## src/rtl/axi_pkg.sv

```systemverilog
// ---------------------------------------------------------------------------
// axi_pkg
// Shared encodings for the AXI read master: burst and size codes, FSM state
// encoding, beat FIFO geometry, and the command sanitising helpers.
// ---------------------------------------------------------------------------
package axi_pkg;

    // Beat FIFO geometry
    localparam int FIFO_DEPTH = 4;
    localparam int FIFO_AW    = 2;

    // Longest burst this master issues is 4 beats (ARLEN = 3)
    localparam logic [3:0] MAX_LEN = 4'd3;

    typedef enum logic [1:0] {
        BURST_FIXED = 2'b00,
        BURST_INCR  = 2'b01,
        BURST_WRAP  = 2'b10
    } burst_e;

    // Code 2'b11 (8 bytes) is wider than the bus and is never issued
    typedef enum logic [1:0] {
        SIZE_1B = 2'b00,
        SIZE_2B = 2'b01,
        SIZE_4B = 2'b10
    } size_e;

    typedef enum logic [1:0] {
        ST_IDLE = 2'b00,
        ST_ADDR = 2'b01,
        ST_DATA = 2'b10
    } state_e;

    function automatic logic [3:0] clamp_len(input logic [3:0] len);
        return (len > MAX_LEN) ? MAX_LEN : len;
    endfunction

    function automatic logic [1:0] clamp_size(input logic [1:0] size);
        return (size == 2'b11) ? SIZE_4B : size;
    endfunction

endpackage

```

## src/rtl/beat_fifo.sv

```systemverilog
// ---------------------------------------------------------------------------
// beat_fifo
// Small synchronous FIFO holding returned read beats until the user takes
// them. Push and pop in the same cycle leave the count unchanged, and a push
// into a full FIFO is accepted when a pop frees the head slot that cycle.
//
// Ports
//   ACLK, ARESETn   clock, async active-low reset
//   push_i/wdata_i  write strobe and entry
//   pop_i           consume head entry (ignored when empty)
//   rdata_o         head entry (zero when empty after reset)
//   full_o/empty_o  occupancy flags
// ---------------------------------------------------------------------------
module beat_fifo
    import axi_pkg::*;
#(
    parameter int Width = 35
) (
    input  logic             ACLK,
    input  logic             ARESETn,
    input  logic             push_i,
    input  logic [Width-1:0] wdata_i,
    input  logic             pop_i,
    output logic [Width-1:0] rdata_o,
    output logic             full_o,
    output logic             empty_o
);

    logic [Width-1:0]   mem_q [FIFO_DEPTH];
    logic [FIFO_AW-1:0] wr_ptr_q;
    logic [FIFO_AW-1:0] rd_ptr_q;
    logic [FIFO_AW:0]   cnt_q;
    logic               do_push;
    logic               do_pop;

    assign full_o  = (cnt_q == (FIFO_AW+1)'(FIFO_DEPTH));
    assign empty_o = (cnt_q == '0);
    assign do_pop  = pop_i & ~empty_o;
    assign do_push = push_i & (~full_o | do_pop);
    assign rdata_o = mem_q[rd_ptr_q];

    always_ff @(posedge ACLK or negedge ARESETn) begin
        if (!ARESETn) begin
            for (int i = 0; i < FIFO_DEPTH; i++) mem_q[i] <= '0;
            wr_ptr_q <= '0;
            rd_ptr_q <= '0;
            cnt_q    <= '0;
        end else begin
            if (do_push) begin
                mem_q[wr_ptr_q] <= wdata_i;
                wr_ptr_q        <= wr_ptr_q + 1'b1;
            end
            if (do_pop) begin
                rd_ptr_q <= rd_ptr_q + 1'b1;
            end
            case ({do_push, do_pop})
                2'b10:   cnt_q <= cnt_q + 1'b1;
                2'b01:   cnt_q <= cnt_q - 1'b1;
                default: cnt_q <= cnt_q;
            endcase
        end
    end

endmodule

```

## src/rtl/read_master.sv

```systemverilog
// ---------------------------------------------------------------------------
// read_master
// Single-outstanding AXI3 read master. A user command is latched in IDLE,
// issued on AR in ADDR, and its beats are collected in DATA into a 4-entry
// FIFO which feeds the user rd_* stream.
//
// Ports
//   ACLK, ARESETn        clock, async active-low reset
//   cmd_*                user request (valid/ready), latched on handshake
//   AR*                  AXI read address channel (lock/cache/prot tied 0)
//   R*                   AXI read data channel
//   rd_*                 buffered beats to the user (valid/ready)
//   busy                 command in flight or beats still buffered
//   err                  sticky: foreign RID or RLAST/beat-count disagreement;
//                        cleared by the next command handshake
// ---------------------------------------------------------------------------
module read_master
    import axi_pkg::*;
#(
    parameter int BusWidth  = 32,
    parameter int TagBits   = 2,
    parameter int MasterSel = 0
) (
    input  logic                ACLK,
    input  logic                ARESETn,
    // user command
    input  logic                cmd_valid,
    output logic                cmd_ready,
    input  logic [BusWidth-1:0] cmd_addr,
    input  logic [3:0]          cmd_len,
    input  logic [1:0]          cmd_size,
    input  logic [1:0]          cmd_burst,
    input  logic [TagBits-2:0]  cmd_id,
    // AXI read address
    output logic [TagBits-1:0]  ARID,
    output logic [BusWidth-1:0] ARADDR,
    output logic [3:0]          ARLEN,
    output logic [1:0]          ARSIZE,
    output logic [1:0]          ARBURST,
    output logic [1:0]          ARLOCK,
    output logic [3:0]          ARCACHE,
    output logic [2:0]          ARPROT,
    output logic                ARVALID,
    input  logic                ARREADY,
    // AXI read data
    input  logic [TagBits-1:0]  RID,
    input  logic [BusWidth-1:0] RDATA,
    input  logic [1:0]          RRESP,
    input  logic                RLAST,
    input  logic                RVALID,
    output logic                RREADY,
    // user beat stream
    output logic [BusWidth-1:0] rd_data,
    output logic [1:0]          rd_resp,
    output logic                rd_last,
    output logic                rd_valid,
    input  logic                rd_ready,
    // status
    output logic                busy,
    output logic                err
);

    localparam int FifoW = BusWidth + 3;

    state_e              state_q;
    logic                cmd_ready_q;
    logic                arvalid_q;
    logic [TagBits-1:0]  arid_q;
    logic [BusWidth-1:0] araddr_q;
    logic [3:0]          arlen_q;
    logic [1:0]          arsize_q;
    logic [1:0]          arburst_q;
    logic [2:0]          cnt_q;
    logic                err_q;

    logic                fifo_full;
    logic                fifo_empty;
    logic [FifoW-1:0]    fifo_rdata;

    logic                cmd_hs;
    logic                ar_hs;
    logic                beat_acc;
    logic                id_ok;
    logic                cnt_one;
    logic                beat_final;
    logic                beat_push;

    assign cmd_hs   = cmd_valid & cmd_ready_q;
    assign ar_hs    = arvalid_q & ARREADY;
    assign RREADY   = (state_q == ST_DATA) & ~fifo_full;
    assign beat_acc = RVALID & RREADY;
    assign id_ok    = (RID == arid_q);
    assign cnt_one  = (cnt_q == 3'd1);

    // A matching beat closes the burst either when the slave flags RLAST or
    // when the counter says it must be the final one; whichever comes first
    // wins, so a misbehaving slave can never wedge the FSM in DATA.
    assign beat_final = RLAST | cnt_one;
    assign beat_push  = beat_acc & id_ok;

    always_ff @(posedge ACLK or negedge ARESETn) begin
        if (!ARESETn) begin
            state_q     <= ST_IDLE;
            cmd_ready_q <= 1'b0;
            arvalid_q   <= 1'b0;
            arid_q      <= '0;
            araddr_q    <= '0;
            arlen_q     <= '0;
            arsize_q    <= '0;
            arburst_q   <= '0;
            cnt_q       <= '0;
            err_q       <= 1'b0;
        end else begin
            case (state_q)
                ST_IDLE: begin
                    // cmd_ready is 0 during reset and rises on the first edge
                    // after release; afterwards it tracks IDLE.
                    cmd_ready_q <= 1'b1;
                    if (cmd_hs) begin
                        state_q     <= ST_ADDR;
                        cmd_ready_q <= 1'b0;
                        arvalid_q   <= 1'b1;
                        arid_q      <= {1'(MasterSel), cmd_id};
                        araddr_q    <= cmd_addr;
                        arlen_q     <= clamp_len(cmd_len);
                        arsize_q    <= clamp_size(cmd_size);
                        arburst_q   <= cmd_burst;
                        err_q       <= 1'b0;
                    end
                end
                ST_ADDR: begin
                    if (ar_hs) begin
                        state_q   <= ST_DATA;
                        arvalid_q <= 1'b0;
                        cnt_q     <= 3'(arlen_q) + 3'd1;
                    end
                end
                ST_DATA: begin
                    if (beat_acc) begin
                        if (!id_ok) begin
                            // foreign beat: swallowed, counter untouched
                            err_q <= 1'b1;
                        end else begin
                            if (RLAST != cnt_one) err_q <= 1'b1;
                            if (beat_final) begin
                                state_q     <= ST_IDLE;
                                cmd_ready_q <= 1'b1;
                                cnt_q       <= '0;
                            end else begin
                                cnt_q <= cnt_q - 3'd1;
                            end
                        end
                    end
                end
                default: begin
                    state_q     <= ST_IDLE;
                    cmd_ready_q <= 1'b1;
                    arvalid_q   <= 1'b0;
                end
            endcase
        end
    end

    beat_fifo #(
        .Width (FifoW)
    ) u_fifo (
        .ACLK    (ACLK),
        .ARESETn (ARESETn),
        .push_i  (beat_push),
        .wdata_i ({beat_final, RRESP, RDATA}),
        .pop_i   (rd_ready),
        .rdata_o (fifo_rdata),
        .full_o  (fifo_full),
        .empty_o (fifo_empty)
    );

    assign cmd_ready = cmd_ready_q;
    assign ARVALID   = arvalid_q;
    assign ARID      = arid_q;
    assign ARADDR    = araddr_q;
    assign ARLEN     = arlen_q;
    assign ARSIZE    = arsize_q;
    assign ARBURST   = arburst_q;
    assign ARLOCK    = 2'b00;
    assign ARCACHE   = 4'b0000;
    assign ARPROT    = 3'b000;

    assign rd_data   = fifo_rdata[BusWidth-1:0];
    assign rd_resp   = fifo_rdata[BusWidth+1:BusWidth];
    assign rd_last   = fifo_rdata[BusWidth+2];
    assign rd_valid  = ~fifo_empty;

    assign busy      = (state_q != ST_IDLE) | ~fifo_empty;
    assign err       = err_q;

endmodule

```

## config.mk

```make
export PLATFORM = sky130hd
export DESIGN_NAME = read_master
export DESIGN_NICKNAME = d
export VERILOG_FILES = /design/src/rtl/axi_pkg.sv /design/src/rtl/beat_fifo.sv /design/src/rtl/read_master.sv
export SDC_FILE = /design/constraint.sdc
export NUM_CORES = 1
export LEC_CHECK = 0
export CORE_MARGIN = 2
export CORE_UTILIZATION = 46
export CTS_CLUSTER_SIZE = 25
export DETAILED_ROUTE_END_ITERATION = 7
export GPL_TIMING_DRIVEN = 1
export PLACE_DENSITY = 0.75
export SLEW_MARGIN = 20
export SYNTH_ARGS = -nofsm -noshare
export SYNTH_HDL_FRONTEND = slang
export SYNTH_SLANG_ARGS = --single-unit
```

## constraint.sdc

```tcl
create_clock -name ACLK -period 2.15 [get_ports ACLK]
set_input_delay 0.43 -clock ACLK [delete_from_list [all_inputs] [get_ports ACLK]]
set_output_delay 0.43 -clock ACLK [all_outputs]
set_load 0.02 [all_outputs]
```

==> summary.txt, run 1 <==
Floorplan
  – Die H: 140 um
  – Die width: 140 um
  – Core ar.: 18100 um^2
  – Full die area: 19700 um^2
  – Row count: 49
  – I/O pin count: 176
  – Initial Util: 0.472

Global route
  – First-pass GRT wire length: 31700 um
  – Grt met2 use: 0.354
  – Vias in the first global route: 6066
  – Congestion Overflow GR: 0
  – GRT Total Usage: 0.209
  – Initial antenna violation count: 0
  – Pin count of the biggest net entering global routing: 60
  – Met1 Use GR: 0.248
  – Grt peak-use layer: met2
  – Met3 usage in global routing: 0.0762

Clock network
  – H-tree levels: 4
  – CTS max path bufs: 2
  – Total CTS buffers: 17
  – Clock sink count: 196
  – CTS tree: done
  – Clk Latency, worst-skew pair: 420 ps
  – Root buffer cell: clkbuf_16
  – CTS clk-pin slew, worst paths: 60 ps

Critical path
  – Reg2Reg Depth: 11
  – Crit end category: output port
  – Arrival @ worst endpoint: 1810 ps
  – Crit-path max FO: 8
  – Critical Path RT: 1720 ps
  – Critical path launch point type: flop
  – CP Class: flop to output port

STA
  – Tcrit/Tclk final: 1.04
  – Clock skew: 10.6 ps
  – Final worst-path setup slack: -92.4 ps
  – Final Hold Vio Count: 0
  – Setup TNS: -1820 ps
  – Max Slew Vio Count: 0
  – Min cycle time layout: 2240 ps
  – RSZ-0062 raised after global routing: yes
  – Final setup violation count: 34
  – F_max: 0.446 GHz

Route
  – Vias post-DR: 5276
  – Drc violations: 0
  – WL final: 19400 um
  – Routed len/inst: 19.9 um
  – Initial DRT Pass Iterations: 4
  – Post-route ant nets: 0
  – Vias per inst: 5.41
  – 1st-iter DRT viols: 255

Power
  – P per Cell Area: 1400 nW/um^2
  – VDD IR max: 852 uV
  – Power Total: 16.1 mW
  – Pleak: 5.37 nW

Synth
  – Mapped Cells: 537
  – Async set-reset flop share out of synthesis: 1.00
  – Flops & latches, synth: 196
  – Primary FF master, synth: dfrtp_1
  – Synth Warn #: 0
  – Synth unique cells: 38
  – Synth Cell Area: 8570 um^2
  – Seq/Total Area, Yosys: 0.573
  – Avg Synthesized Cell Area: 16.0 um^2
  – Post-synth EDFFs: 0

Layout
  – Final core utilization: 0.632
  – Commonest non-fill, non-tap cells in the layout: dfrtp_1, mux2_2, clkdlybuf4s50_1
  – Fillers: 1324
  – Area occupied by multi-input gates: 3380 um^2
  – Final nets: 828
  – ANT cells: 0
  – Share of layout cells above drive strength 1: 0.441
  – Storage cell area: 4910 um^2
  – Most common cell after layout, fill and taps aside: dfrtp_1
  – P&R area growth vs syn: 33.9%
  – Finished Layout Cells: 975

Worst hold path
  – Hold crit path type: flop to flop
  – Worst hold stages: 1

Placement
  – PortBufs: 165
  – Hpwl dp: 13400 um
  – Routability cong.: 0.770
  – Cell count after placement: 935

Outcome
  – Status: finished with violations
  – Failing checks: negative setup slack

Job
  – Max cap viols: 0
==> per-stage QoR <==
stage | area, um^2 | worst slack (ps) | hold slack, ps
after CTS | 11400 | -118 | 504
after floorplan | 8600 | 49.2 | 134
final | 11500 | -92.4 | 504
after detailed placement | 10700 | -357 | 430
after global routing | 11500 | -145 | 518
after global placement | 10700 | -288 | 418
==> sequential cells by signal, summed over array words and instances (netlist names) <==
| register | cells |
|---|---|
| err | 1 |
| ARID | 1 |
| ARBURST | 2 |
| ARLEN | 4 |
| u_fifo.wr_ptr_q | 2 |
| u_fifo.mem_q | 140 |
| u_fifo.rd_ptr_q | 2 |
| ARVALID | 1 |
| state_q | 2 |
| u_fifo.cnt_q | 3 |
| ARSIZE | 2 |
| cmd_ready | 1 |
| cnt_q | 3 |
| ARADDR | 32 |
==> worst paths after layout <==
path | from | slack (ps) | to
setup / recovery | u_fifo.rd_ptr_q[0] | -90 | rd_data[13]
hold / removal | u_fifo.mem_q[31] | 500 | u_fifo.mem_q[31]
setup reg to reg | u_fifo.cnt_q[2] | 80 | u_fifo.cnt_q[2]
hold reg to reg | u_fifo.mem_q[31] | 500 | u_fifo.mem_q[31]
max in group asynchronous | ARESETn | 950 | u_fifo.mem_q[92]
min in group asynchronous | ARESETn | 540 | u_fifo.mem_q[79]
==> Yosys cell counts (2+ instances only) <==
cell type / number / area share
nor2_1: 8 / 0.0035
nand2_2: 4 / 0.0029
nand3b_1: 2 / 0.0018
buf_2: 6 / 0.0035
clkbuf_1: 9 / 0.0039
nor3b_1: 2 / 0.0018
nor3_1: 4 / 0.0023
nor2b_1: 2 / 0.0015
and2b_1: 2 / 0.0018
mux2i_1: 5 / 0.0058
nand2_1: 7 / 0.0031
inv_1: 15 / 0.0066
xnor2_1: 4 / 0.0041
mux2_2: 173 / 0.23
xor2_1: 4 / 0.0041
or3_1: 2 / 0.0015
nand2b_1: 2 / 0.0015
buf_4: 10 / 0.0088
ha_1: 9 / 0.013
o21ai_0: 5 / 0.0029
buf_6: 12 / 0.016
a21oi_1: 5 / 0.0029
mux4_2: 35 / 0.092
dfrtp_1: 196 / 0.57
==> kinds of logic after synthesis <==
logic type | count (synthesis) | synth area share
AOI/OAI and AO/OA | 15 | 0.0105
xor gates and xnor gates | 8 | 0.00818
adders and majority gates | 10 | 0.0155
buffers and inverters | 52 | 0.0386
DFF | 196 | 0.573
muxes | 213 | 0.325
other | 1 | 0.000438
and+or+nand+nor | 42 | 0.0289
==> final cells by class <==
type | instances | share of cell area
Sequential cell | 196 | 0.428
Multi-Input combinational cell | 298 | 0.295
Timing Repair Buffer | 206 | 0.192
Clock buffer | 20 | 0.0398
Tap cell | 229 | 0.0250
Clock inverter | 11 | 0.0152
Inverter | 15 | 0.00491
==> layer usage <==
metal | wire length [um] | part of all wire
met1 | 7620 | 0.39
met4 | 278 | 0.014
met5 | 0 | 0
met3 | 1600 | 0.083
met2 | 9870 | 0.51
==> power breakdown <==
group          total (mW)  internal (mW)  switching (mW)
registers            5.89           5.08           0.810
clock network        3.37           2.01            1.35
logic                6.80           3.82            2.98
total                16.1           10.9            5.14
==> worst max-delay path, cell delays in order, from the launching register on <==
cell and delay [ps]:
dfrtp_2 400, buf_4 160, buf_16 150, mux4_2 510, buf_4 170
==> timing repair <==
action,4_1_cts,5_1_grt
buffers inserted,4,3
hold buffers,1,0
setup endpoints to repair,39,39
pin swaps,0,4
endpoints found under the hold margin,52,0
resized for setup,202,17
cloned,2,0
(Power assumes the default switching activity.)
==> run 2, diff against run 1 <==
Settings changed: TNS_END_PERCENT set to 5.
==> summary.txt, run 2 (synthesized netlist as in run 1, its figures left out) <==
Floorplan
  – Row count: 49 (unchanged)
  – Full die area: 19700 um^2 (unchanged)
  – Initial Util: 0.472 (unchanged)
  – Die H: 140 um (unchanged)
  – Die width: 140 um (unchanged)
  – I/O pin count: 176 (unchanged)
  – Core ar.: 18100 um^2 (unchanged)

Route
  – Post-route ant nets: 0 (unchanged)
  – Initial DRT Pass Iterations: 4 (unchanged)
  – Drc violations: 0 (unchanged)
  – Vias per inst: 5.37 (-0.71%)
  – Vias post-DR: 5228 (-0.91%)
  – 1st-iter DRT viols: 232 (-9.0%)
  – Routed len/inst: 20.0 um (+0.58%)
  – WL final: 19400 um (+0.37%)

Critical path
  – Critical path launch point type: flop
  – CP Launch Point: u_fifo.rd_ptr_q[0]
  – Worst path most repeated cell: buf_4
  – Flop-to-flop setup slack: 40 ps (-40 ps)
  – Critical Path RT: 1720 ps (about the same)
  – Crit-path max FO: 8 (unchanged)
  – Cell at the slowest stage of the critical path: mux4_2
  – Worst path top cell family by delay: multiplexers
  – Max incr delay on CP: 510 ps (about the same)
  – Crit end category: output port
  – Buf+Inv Stages, Crit Path: 3 (unchanged)
  – CP cell instances: buf_4 -> buf_16 -> mux4_2 -> buf_4
  – Worst r2r dst: u_fifo.cnt_q[2]
  – Arrival @ worst endpoint: 1810 ps (about the same)
  – Worst r2r src: u_fifo.cnt_q[1]
  – CP Class: flop to output port
  – Reg2Reg Depth: 11 (unchanged)

Placement
  – Pre-CTS WS: -357 ps (unchanged)
  – PortBufs: 165 (unchanged)
  – Hpwl dp: 13400 um (unchanged)
  – Routability cong.: 0.770 (unchanged)

Worst hold path
  – Hold Path End: u_fifo.mem_q[97]
  – Hold crit path type: flop to flop
  – Worst hold stages: 1 (unchanged)
  – Hold Startpoint: u_fifo.mem_q[97]

Clock network
  – Clk Latency, worst-skew pair: 430 ps (about the same)
  – Clock sink count: 196 (unchanged)
  – H-tree levels: 4 (unchanged)
  – Root buffer cell: clkbuf_16
  – CTS clk-pin slew, worst paths: 70 ps (about the same)
  – CTS tree: done
  – Total CTS buffers: 17 (unchanged)
  – CTS max path bufs: 2 (unchanged)

STA
  – Min cycle time layout: 2240 ps (-1.86 ps)
  – F_max: 0.446 GHz (about the same)
  – Setup TNS: -1960 ps (-140 ps)
  – Final Hold Vio Count: 0 (unchanged)
  – Tcrit/Tclk final: 1.04 (about the same)
  – Clock skew: 10.7 ps (+0.142 ps)
  – RSZ-0062 raised after global routing: yes
  – Final setup violation count: 36 (+5.9%)
  – Final worst-path setup slack: -90.5 ps (+1.86 ps)
  – Max Slew Vio Count: 0 (unchanged)

Global route
  – Pin count of the biggest net entering global routing: 60 (unchanged)
  – GRT Total Usage: 0.209 (+0.000537)
  – Congestion Overflow GR: 0 (unchanged)
  – Initial antenna violation count: 0 (unchanged)
  – Vias in the first global route: 6081 (+0.25%)
  – First-pass GRT wire length: 31800 um (+0.35%)

Power
  – Clock power frac: 0.212 (+0.002)
  – P per Cell Area: 1400 nW/um^2 (-0.27%)
  – Sw power: 5.13 mW (-0.35%)
  – Switching share of power: 0.323 (+0.00228)
  – Pleak: 5.35 nW (-0.41%)
  – Combinational Power Share: 0.417 (-0.006)
  – VDD IR max: 852 uV (about the same)
  – Part of the power in registers: 0.371 (+0.004)
  – Pint: 10.8 mW (-1.4%)

Outcome
  – Failing checks: negative setup slack
  – Status: finished with violations

Layout
  – Max reg flops: 140 (unchanged)
  – Most common cell after layout, fill and taps aside: dfrtp_1
  – Reg with most FFs: u_fifo.mem_q
  – Final nets: 826 (-0.24%)
  – P&R area growth vs syn: 32.9%
  – ANT cells: 0 (unchanged)
  – Commonest non-fill, non-tap cells in the layout: dfrtp_1, mux2_2, clkdlybuf4s50_1
  – Share of layout cells above drive strength 1: 0.437 (-0.00419)

Job
  – Max cap viols: 0 (unchanged)
==> run 2: cell types whose count changed in the layout (fill, tap and decap cells not counted), sizes merged <==
| cell | delta |
|---|---|
| buf | -2 |
==> run 2: repair_timing <==
| item | 4_1_cts | 5_1_grt |
|---|---|---|
| gates resized for setup | 175 | 18 |
| gates cloned | 2 | 0 |
| endpoints found under the hold margin | 52 | 0 |
| setup endpoints to repair | 39 | 38 |
| buffers inserted | 3 | 1 |
| hold buffers | 1 | 0 |
| pin swaps | 0 | 2 |
==> run 2: per-stage QoR <==
step                std cells  hold WS, ps  area, um^2  power [mW]   util
finish                    973          504       11400        15.9  0.627
floorplan                 546          134        8600        9.57      -
global route              973          518       11400        16.7  0.627
detailed placement        935          430       10700        12.5  0.590
CTS                       972          504       11300        15.9  0.624
global placement          935          418       10700        12.1  0.590
==> run 2: power by group through the flow <==
stage / Clock [mW] / Combinational, mW / Sequential [mW]
6_report: 3.37 / 6.62 / 5.89
5_1_grt: 3.61 / 7.08 / 6.06
4_1_cts: 3.46 / 6.58 / 5.90
3_5_place_dp: 0 / 6.52 / 5.97
3_3_place_gp: 0 / 6.33 / 5.81
2_1_floorplan: 0 / 3.41 / 6.15
==> run 2: how the worst max path moves through the flow <==
stage                                  to  slack (ps)  cells past startpoint
after floorplan           u_fifo.cnt_q[2]          50                      9
after global placement    u_fifo.cnt_q[2]        -290                     10
after detailed placement  u_fifo.cnt_q[2]        -360                     10
after CTS                     rd_data[11]        -130                      4
after global routing           rd_data[9]        -150                      4
final                         rd_data[13]         -90                      4
==> run 2: area by class of cell <==
cell class / instances / area, um^2
clock buffer: 20 / 457
fill: 1333 / 6770
inverter: 15 / 56.3
tap: 229 / 287
sequential: 196 / 4910
multi-input combinational: 298 / 3380
timing repair buffer: 204 / 2120
clock inverter: 11 / 174
==> run 2: per-layer routing <==
layer / GRT usage / wire length [um]
met1: 0.249 / 7780
met2: 0.357 / 9910
met3: 0.0745 / 1480
met4: 0.0674 / 271
met5: 0 / 0
==> run 3, diff against run 2 <==
Settings changed: HOLD_SLACK_MARGIN set to 0.1.
==> results of run 3 <==
Same layout as run 2: the final DEF is identical, and so are final timing and power.
